File: config.mk
export PLATFORM = sky130hd
export DESIGN_NAME = mac_dot_seq
export DESIGN_NICKNAME = d
export VERILOG_FILES = /design/src/rtl/mac_pkg.sv /design/src/rtl/mac_dot_seq.sv
export SDC_FILE = /design/constraint.sdc
export NUM_CORES = 1
export LEC_CHECK = 0
export ABC_AREA = 1
export CAP_MARGIN = 5
export CORE_ASPECT_RATIO = 0.75
export CORE_MARGIN = 8
export CORE_UTILIZATION = 36
export CTS_CLUSTER_DIAMETER = 50
export DETAILED_ROUTE_END_ITERATION = 12
export GPL_ROUTABILITY_DRIVEN = 0
export GPL_TIMING_DRIVEN = 0
export PLACE_DENSITY = 0.88
export SYNTH_ARGS = -nofsm -noshare
export SYNTH_HDL_FRONTEND = slang
export SYNTH_SLANG_ARGS = --single-unit
File: constraint.sdc
create_clock -name clk -period 2.3 [get_ports clk]
set_input_delay 0.46 -clock clk [delete_from_list [all_inputs] [get_ports clk]]
set_output_delay 0.46 -clock clk [all_outputs]
set_load 0.03 [all_outputs]
File: src/rtl/mac_pkg.sv
// Definitions shared by the 32-bit multiply-accumulate unit and the dot-product sequencer.
package mac_pkg;

  localparam int DATA_W = 32;
  localparam int LEN_W  = 16;

  typedef enum logic [1:0] {IDLE, ISSUE, WAIT, DONE} mac_seq_state_t;

  typedef struct packed {
    logic [LEN_W-1:0]  len;
    logic [DATA_W-1:0] bias;
  } mac_cmd_t;

endpackage

File: src/rtl/mac_dot_seq.sv
// Dot-product sequencer: streams A/B element pairs through the shared MAC,
// feeding each MAC result back as the next addend, one scalar result per command.
module mac_dot_seq #(
  parameter int DATA_W = mac_pkg::DATA_W,
  parameter int LEN_W  = mac_pkg::LEN_W
) (
  input  logic              clk,
  input  logic              rst_n,
  input  logic [LEN_W-1:0]  cmd_len,
  input  logic [DATA_W-1:0] cmd_bias,
  input  logic              cmd_vld,
  output logic              cmd_rdy,
  input  logic [DATA_W-1:0] a_data,
  input  logic              a_vld,
  output logic              a_rdy,
  input  logic [DATA_W-1:0] b_data,
  input  logic              b_vld,
  output logic              b_rdy,
  output logic [DATA_W-1:0] mac_in0,
  output logic [DATA_W-1:0] mac_in1,
  output logic [DATA_W-1:0] mac_in2,
  output logic              mac_in0_vld,
  output logic              mac_in1_vld,
  output logic              mac_in2_vld,
  input  logic              mac_in0_rdy,
  input  logic              mac_in1_rdy,
  input  logic              mac_in2_rdy,
  input  logic [DATA_W-1:0] mac_out0,
  input  logic              mac_out0_vld,
  output logic              mac_out0_rdy,
  output logic [DATA_W-1:0] res_data,
  output logic              res_vld,
  input  logic              res_rdy,
  output logic              busy
);
  import mac_pkg::*;

  mac_seq_state_t    state_q, state_d;
  logic [DATA_W-1:0] acc_q, acc_d;
  logic [LEN_W-1:0]  rem_q, rem_d;
  logic              sent0_q, sent0_d;
  logic              sent1_q, sent1_d;
  logic              sent2_q, sent2_d;
  logic              take0, take1, take2;
  mac_cmd_t          cmd;

  assign cmd = '{len: cmd_len, bias: cmd_bias};

  // A channel stops asserting vld once its sent flag is set, so each
  // element is handed to the MAC exactly once even when readies are skewed.
  always_comb begin
    mac_in0      = a_data;
    mac_in1      = b_data;
    mac_in2      = acc_q;
    mac_in0_vld  = (state_q == ISSUE) && a_vld && !sent0_q;
    mac_in1_vld  = (state_q == ISSUE) && b_vld && !sent1_q;
    mac_in2_vld  = (state_q == ISSUE) && !sent2_q;
    a_rdy        = mac_in0_vld && mac_in0_rdy;
    b_rdy        = mac_in1_vld && mac_in1_rdy;
    take0        = a_rdy;
    take1        = b_rdy;
    take2        = mac_in2_vld && mac_in2_rdy;
    cmd_rdy      = (state_q == IDLE);
    mac_out0_rdy = (state_q == WAIT);
    res_vld      = (state_q == DONE);
    res_data     = res_vld ? acc_q : '0;
    busy         = (state_q != IDLE);
  end

  always_comb begin
    state_d = state_q;
    acc_d   = acc_q;
    rem_d   = rem_q;
    sent0_d = sent0_q;
    sent1_d = sent1_q;
    sent2_d = sent2_q;
    case (state_q)
      IDLE: begin
        if (cmd_vld) begin
          acc_d   = cmd.bias;
          rem_d   = cmd.len;
          state_d = (cmd.len == '0) ? DONE : ISSUE;
        end
      end
      ISSUE: begin
        sent0_d = sent0_q || take0;
        sent1_d = sent1_q || take1;
        sent2_d = sent2_q || take2;
        if (sent0_d && sent1_d && sent2_d) begin
          sent0_d = 1'b0;
          sent1_d = 1'b0;
          sent2_d = 1'b0;
          state_d = WAIT;
        end
      end
      // Testing for the last element before decrementing keeps a full-scale
      // length from ever wrapping the counter.
      WAIT: begin
        if (mac_out0_vld) begin
          acc_d   = mac_out0;
          rem_d   = rem_q - LEN_W'(1);
          state_d = (rem_q == LEN_W'(1)) ? DONE : ISSUE;
        end
      end
      DONE: begin
        if (res_rdy) state_d = IDLE;
      end
      default: state_d = IDLE;
    endcase
  end

  always_ff @(posedge clk) begin
    if (!rst_n) begin
      state_q <= IDLE;
      acc_q   <= '0;
      rem_q   <= '0;
      sent0_q <= 1'b0;
      sent1_q <= 1'b0;
      sent2_q <= 1'b0;
    end else begin
      state_q <= state_d;
      acc_q   <= acc_d;
      rem_q   <= rem_d;
      sent0_q <= sent0_d;
      sent1_q <= sent1_d;
      sent2_q <= sent2_d;
    end
  end

endmodule

==> results of run 1 <==
==> layout make-up <==
| type | instances | area [um2] | share of cell area [%] |
|---|---|---|---|
| repair buffers | 225 | 2250 | 36.8 |
| multi-input cells | 358 | 1630 | 26.6 |
| flip-flops and latches | 53 | 1060 | 17.4 |
| plain buffers | 92 | 621 | 10.2 |
| inverters | 61 | 229 | 3.75 |
| well taps | 132 | 165 | 2.70 |
| clock buffers | 6 | 139 | 2.27 |
| clock inverters | 2 | 17.5 | 0.287 |
==> flip-flops by register name, indices dropped and copies added (netlist names) <==
| name | flops |
|---|---|
| mac_in2 | 32 |
| sent2_q | 1 |
| sent0_q | 1 |
| sent1_q | 1 |
| rem_q | 16 |
| state_q | 2 |
==> how the worst max path moves through the flow <==
stage | slack (ns) | start | endpoint | cells after the start
2_1_floorplan | 0.62 | a_vld | a_rdy | 2
3_3_place_gp | -0.09 | state_q[0]$_SDFFE_PN0P_ | res_data[20] | 5
3_5_place_dp | -0.09 | state_q[0]$_SDFFE_PN0P_ | res_data[20] | 5
4_1_cts | 0.001 | state_q[0]$_SDFFE_PN0P_ | res_data[29] | 5
5_1_grt | 0.01 | state_q[1]$_SDFFE_PN0P_ | res_data[29] | 4
6_report | 0.11 | state_q[0]$_SDFFE_PN0P_ | mac_out0_rdy | 5
==> placed cells by master (no fill, tap or decap), types with 7 or more instances in the layout <==
cell type and n:
clkdlybuf4s15_1 10, buf_4 66, inv_1 56, a21oi_1 18
buf_2 7, nor2_1 92, nand3_1 25, clkdlybuf4s50_1 186
clkdlybuf4s15_2 10, dlygate4sd2_1 16, clkbuf_1 14, nand2_1 119
a31oi_1 34, o21ai_1 7, dfxtp_1 53, o21ai_0 40
==> metal layers <==
| layer | routed length (um) | part of all wire, % | vias to the layer above | track usage (%) |
|---|---|---|---|---|
| met3 | 1550 | 9.9 | 12 | 7.77 |
| li1 | - | - | 2188 | - |
| met1 | 6600 | 42 | 2035 | 29.0 |
| met2 | 7410 | 47 | 198 | 37.5 |
| met5 | 0 | 0 | - | 0 |
| met4 | 114 | 0.73 | 0 | 3.25 |
==> worst max-delay path, cell delays in order, from the launching register on <==
cell and delay, ns:
dfxtp_1 0.30, buf_4 0.17, inv_2 0.06, nand2_2 0.10
inv_1 0.35, dlygate4sd2_1 0.46
==> per-stage QoR <==
stage | hold slack [ns] | instance area, um2 | power (mW)
after floorplan | 0.439 | 3540 | 2.18
after global routing | 0.479 | 6110 | 3.87
after detailed placement | 0.453 | 5950 | 2.87
after CTS | 0.463 | 6100 | 3.67
after global placement | 0.449 | 5950 | 2.84
final | 0.466 | 6110 | 3.67
==> report_power, final <==
group	switching [mW]	internal, mW
logic	0.956	0.714
registers	0.128	1.06
clock network	0.371	0.441
==> kinds of logic (layout without fill, tap and decap cells) <==
| logic type | after synthesis | after routing | synth area share [%] |
|---|---|---|---|
| buffers and inverters | 154 | 386 | 24.0 |
| DFF | 53 | 53 | 30.0 |
| and+or+nand+nor | 247 | 247 | 27.8 |
| AOI/OAI and AO/OA | 106 | 106 | 16.7 |
| xor gates and xnor gates | 3 | 3 | 0.743 |
| adders and majority gates | 2 | 2 | 0.707 |
==> what timing repair did <==
item | in CTS | in global routing
resized for setup | 69 | 4
endpoints found under the setup margin | 36 | 33
pin swaps | 0 | 0
==> flow_summary.yaml, run 1 <==
clock_network:
  clkSlewWorstSetupHoldPaths_ns: 0.07
  cts_buffers: 5
  cts_tree: "built"
  clk_path_buf_depth: 2
  cts_root_buffer: "clkbuf_16"
  clock_latency_ns: 0.30
  post_cts_buffers: 0
  numClockSinks: 53
  htreeDepth: 2
  postCtsHoldBufs: 0
setup_path:
  rrSetupSlack_ns: 0.36
  endpoint_kind: "primary output"
  rr_worst_depth: 8
  start_kind: "flop"
  required_ns: 1.84
  worst-path-max-fanout: 13
  reg2reg_to: "rem_q[10]$_SDFFE_PN0P_"
  worstSetupPathType: "reg2out"
  arrival_ns: 1.73
  reg2reg_from: "state_q[0]$_SDFFE_PN0P_"
sta:
  setup_viol: 0
  fin_ws_ns: 0.115
  tightest_slew_ns: 0.582
  fin_worst_skew_ns: 0.0102
  timing.final.hold_violations: 0
  setup_tns_ns: 0
  fin_crit_sh_pct: 95.0
  rsz0062_at_grt: "no"
  slew_headroom_pct: 61.2
  fin_crit_ns: 2.19
  max_freq_mhz: 458
  slew_violations: 0
logic_synthesis:
  netlist_top_cells_area: "dfxtp_1, buf_4, nand2_1"
  netlist_area_um2: 3540
  yosys_register_bits: 53
  synthCells: 565
  yosys.area.top_type: "dfxtp_1"
  synth.most_common_cell: "nand2_1"
  ys_seq_area_share_pct: 30.0
  synth_common_cells: "nand2_1, nor2_1, buf_4, inv_1, dfxtp_1"
  synth_top_area_share_pct: 30.0
  synth_top_flop_cell: "dfxtp_1"
  synthesis.nets: 721
  avgSynthCellArea_um2: 6.26
  async_flop_share_pct: 0
  synth_edf_count: 0
  ys_warn_count: 0
  synth.lib_cells_used.distinct: 28
drt:
  drt_iter0_drc: 301
  detail-route-antenna-nets: 0
  vias: 4433
  dr.pass1.iters: 5
  routed_wirelength_um: 15700
  drt-wirelength-per-cell_um: 16.9
  viasPerCell: 4.77
  drc: 0
floorplan:
  row_count: 31
  die_y_um: 102
  coreArea_um2: 9620
  io_pins: 291
  dieArea_um2: 13300
  die_w_um: 130
  start_util_pct: 36.8
global_routing:
  antenna_found_initial: 0
  grt_overflow: 0
  grt_pass1_vias: 4291
  grt_pass1_wl_um: 23700
  grt_max_degree: 18
  track_usage_pct: 22.8
finish:
  final_layout_size_suffix_gt1_share_pct: 13.4
  nets: 952
  instances_no_fill: 929
  diodes: 0
  final_core_util_pct: 63.6
  syn2layout_area_growth_pct: 72.8
  nFillCells: 889
pwr:
  power_density_nw_per_um2: 600
  p_leak_nw: 2.72
  vdd_drop_max_mv: 0.374
hold_path:
  hold_path_class: "reg2reg"
  holdCritStartpoint: "rem_q[13]$_SDFFE_PN0P_"
  whs_endpoint: "rem_q[13]$_SDFFE_PN0P_"
  hold_depth: 2
placement:
  dpl_worst_slack_ns: -0.0856
  place_inst: 922
  numPortBuffers: 225
  hpwl_um: 13000
job:
  drv_cap: 0
status:
  status: "complete, no violations"
Power figures use the tool's default switching activity.
==> inputs of run 2 (changes only) <==
- CELL_PAD_IN_SITES_DETAIL_PLACEMENT: not set -> 0
- CELL_PAD_IN_SITES_GLOBAL_PLACEMENT: not set -> 1
- CORE_UTILIZATION: 36 -> 22
- PLACE_DENSITY: 0.88 -> not set
- PLACE_DENSITY_LB_ADDON: not set -> 0.1
==> flow_summary.yaml, run 2 (same netlist as run 1, synthesis figures left out) <==
pwr:
  power_density_nw_per_um2: 597
  vdd_drop_max_mv: 0.250
  fin_total_pwr_mw: 3.61
  p_leak_nw: 2.66
clock_network:
  clock_latency_ns: 0.30
  cts_buffers: 5
  htreeDepth: 2
  clkSlewWorstSetupHoldPaths_ns: 0.07
  cts_tree: "built"
  numClockSinks: 53
  clk_path_buf_depth: 2
  cts_root_buffer: "clkbuf_16"
setup_path:
  worstSetupPathType: "reg2out"
  start_kind: "flop"
  worst-path-max-fanout: 10
  arrival_ns: 1.74
  crit_path_start: "state_q[0]$_SDFFE_PN0P_"
  required_ns: 1.84
  reg2reg_from: "state_q[0]$_SDFFE_PN0P_"
  endpoint_kind: "primary output"
drt:
  drt-wirelength-per-cell_um: 16.5
  drc: 0
  drt_iter0_drc: 232
  viasPerCell: 4.27
  routed_wirelength_um: 16600
  dr.pass1.iters: 4
  detail-route-antenna-nets: 0
  vias: 4291
placement:
  hpwl_um: 13700
  place_inst: 1000
  numPortBuffers: 225
job:
  drv_cap: 0
sta:
  setup_viol: 0
  slew_headroom_pct: 61.1
  fin_worst_skew_ns: 0.00716
  slew_violations: 0
  fin_crit_ns: 2.20
  timing.final.hold_violations: 0
  rsz0062_at_grt: "yes"
  tightest_slew_ns: 0.584
  fin_crit_sh_pct: 95.4
  max_freq_mhz: 456
finish:
  layout_commonest_cell: "clkdlybuf4s50_1"
  final_layout_size_suffix_gt1_share_pct: 15.5
  diodes: 0
  final_cell_mix: "clkdlybuf4s50_1, nand2_1, nor2_1"
  largest_reg_flops: 32
  nets: 952
  syn2layout_area_growth_pct: 70.9
  instances_no_fill: 1005
floorplan:
  row_count: 40
  start_util_pct: 22.3
  die_w_um: 162
  io_pins: 291
  die_y_um: 126
  coreArea_um2: 15900
  dieArea_um2: 20400
global_routing:
  grt_pass1_wl_um: 25700
  antenna_found_initial: 0
  grt_max_degree: 15
  track_usage_pct: 15.8
  grt_pass1_vias: 4545
  grt_overflow: 0
status:
  status: "complete, no violations"
hold_path:
  hold_path_class: "reg2reg"
  holdCritStartpoint: "rem_q[15]$_SDFFE_PN0P_"
## run 2: cell count changes in the layout (fill, tap and decap cells not counted), sizes merged
| cell | before | now |
|---|---|---|
| clkbuf | 23 | 49 |
| clkdlybuf4s15 | 20 | 2 |
| dlygate4sd2 | 16 | 9 |
| dlymetal6s2s | 3 | 1 |
| inv | 62 | 61 |
## run 2: area by class of cell
class / count / area [um2]
plain buffers: 92 / 623
fillers: 1708 / 9820
flip-flops and latches: 53 / 1060
well taps: 210 / 263
inverters: 61 / 229
multi-input cells: 358 / 1630
repair buffers: 225 / 2110
clock inverters: 1 / 5.00
clock buffers: 5 / 125
## run 2: power breakdown
part | leakage, nW | total (mW) | switching (mW) | internal (mW)
logic | 2.16 | 1.68 | 0.972 | 0.710
clock network | 0.0655 | 0.750 | 0.358 | 0.392
registers | 0.439 | 1.18 | 0.121 | 1.06
total | 2.66 | 3.61 | 1.45 | 2.16
## run 2: metal layers
metal  GRT usage (%)  up-vias  share of wire (%)
met3            4.85       18                8.3
met4            3.91        0                1.7
met2            25.9      173                 46
li1                -     2190                  -
met5               0        -                  0
met1            19.7     1910                 44
## run 2: repair_timing
item                       CTS  global route
buffers inserted             0             0
hold buffers                 0             0
setup endpoints to repair   38            31
gates resized for setup     54            48
## run 2: final timing paths
| path | to | slack [ns] | cells past startpoint |
|---|---|---|---|
| max | res_vld | 0.10 | 5 |
| min | rem_q[15]$_SDFFE_PN0P_ | 0.48 | 2 |
| max reg2reg | rem_q[2]$_SDFFE_PN0P_ | 0.42 | 7 |
| min reg2reg | rem_q[15]$_SDFFE_PN0P_ | 0.48 | 2 |
## run 2: critical path: stages, from the launching register on
cell and delay, ns:
dfxtp_1 0.31, buf_4 0.17, nand2_1 0.22, clkbuf_2 0.27
inv_1 0.07, dlygate4sd2_1 0.39
## run 2: through the flow
stage	hold WS [ns]	utilization (%)	TNS, ns	setup WS [ns]	area [um2]
global placement	0.448	38.1	-1.11	-0.112	6050
floorplan	0.439	-	0	0.617	3540
CTS	0.481	38.8	0	0.000548	6150
global route	0.504	38.1	-0.00153	-0.00153	6040
detailed placement	0.471	38.1	-1.01	-0.105	6050
finish	0.478	38.1	0	0.105	6040
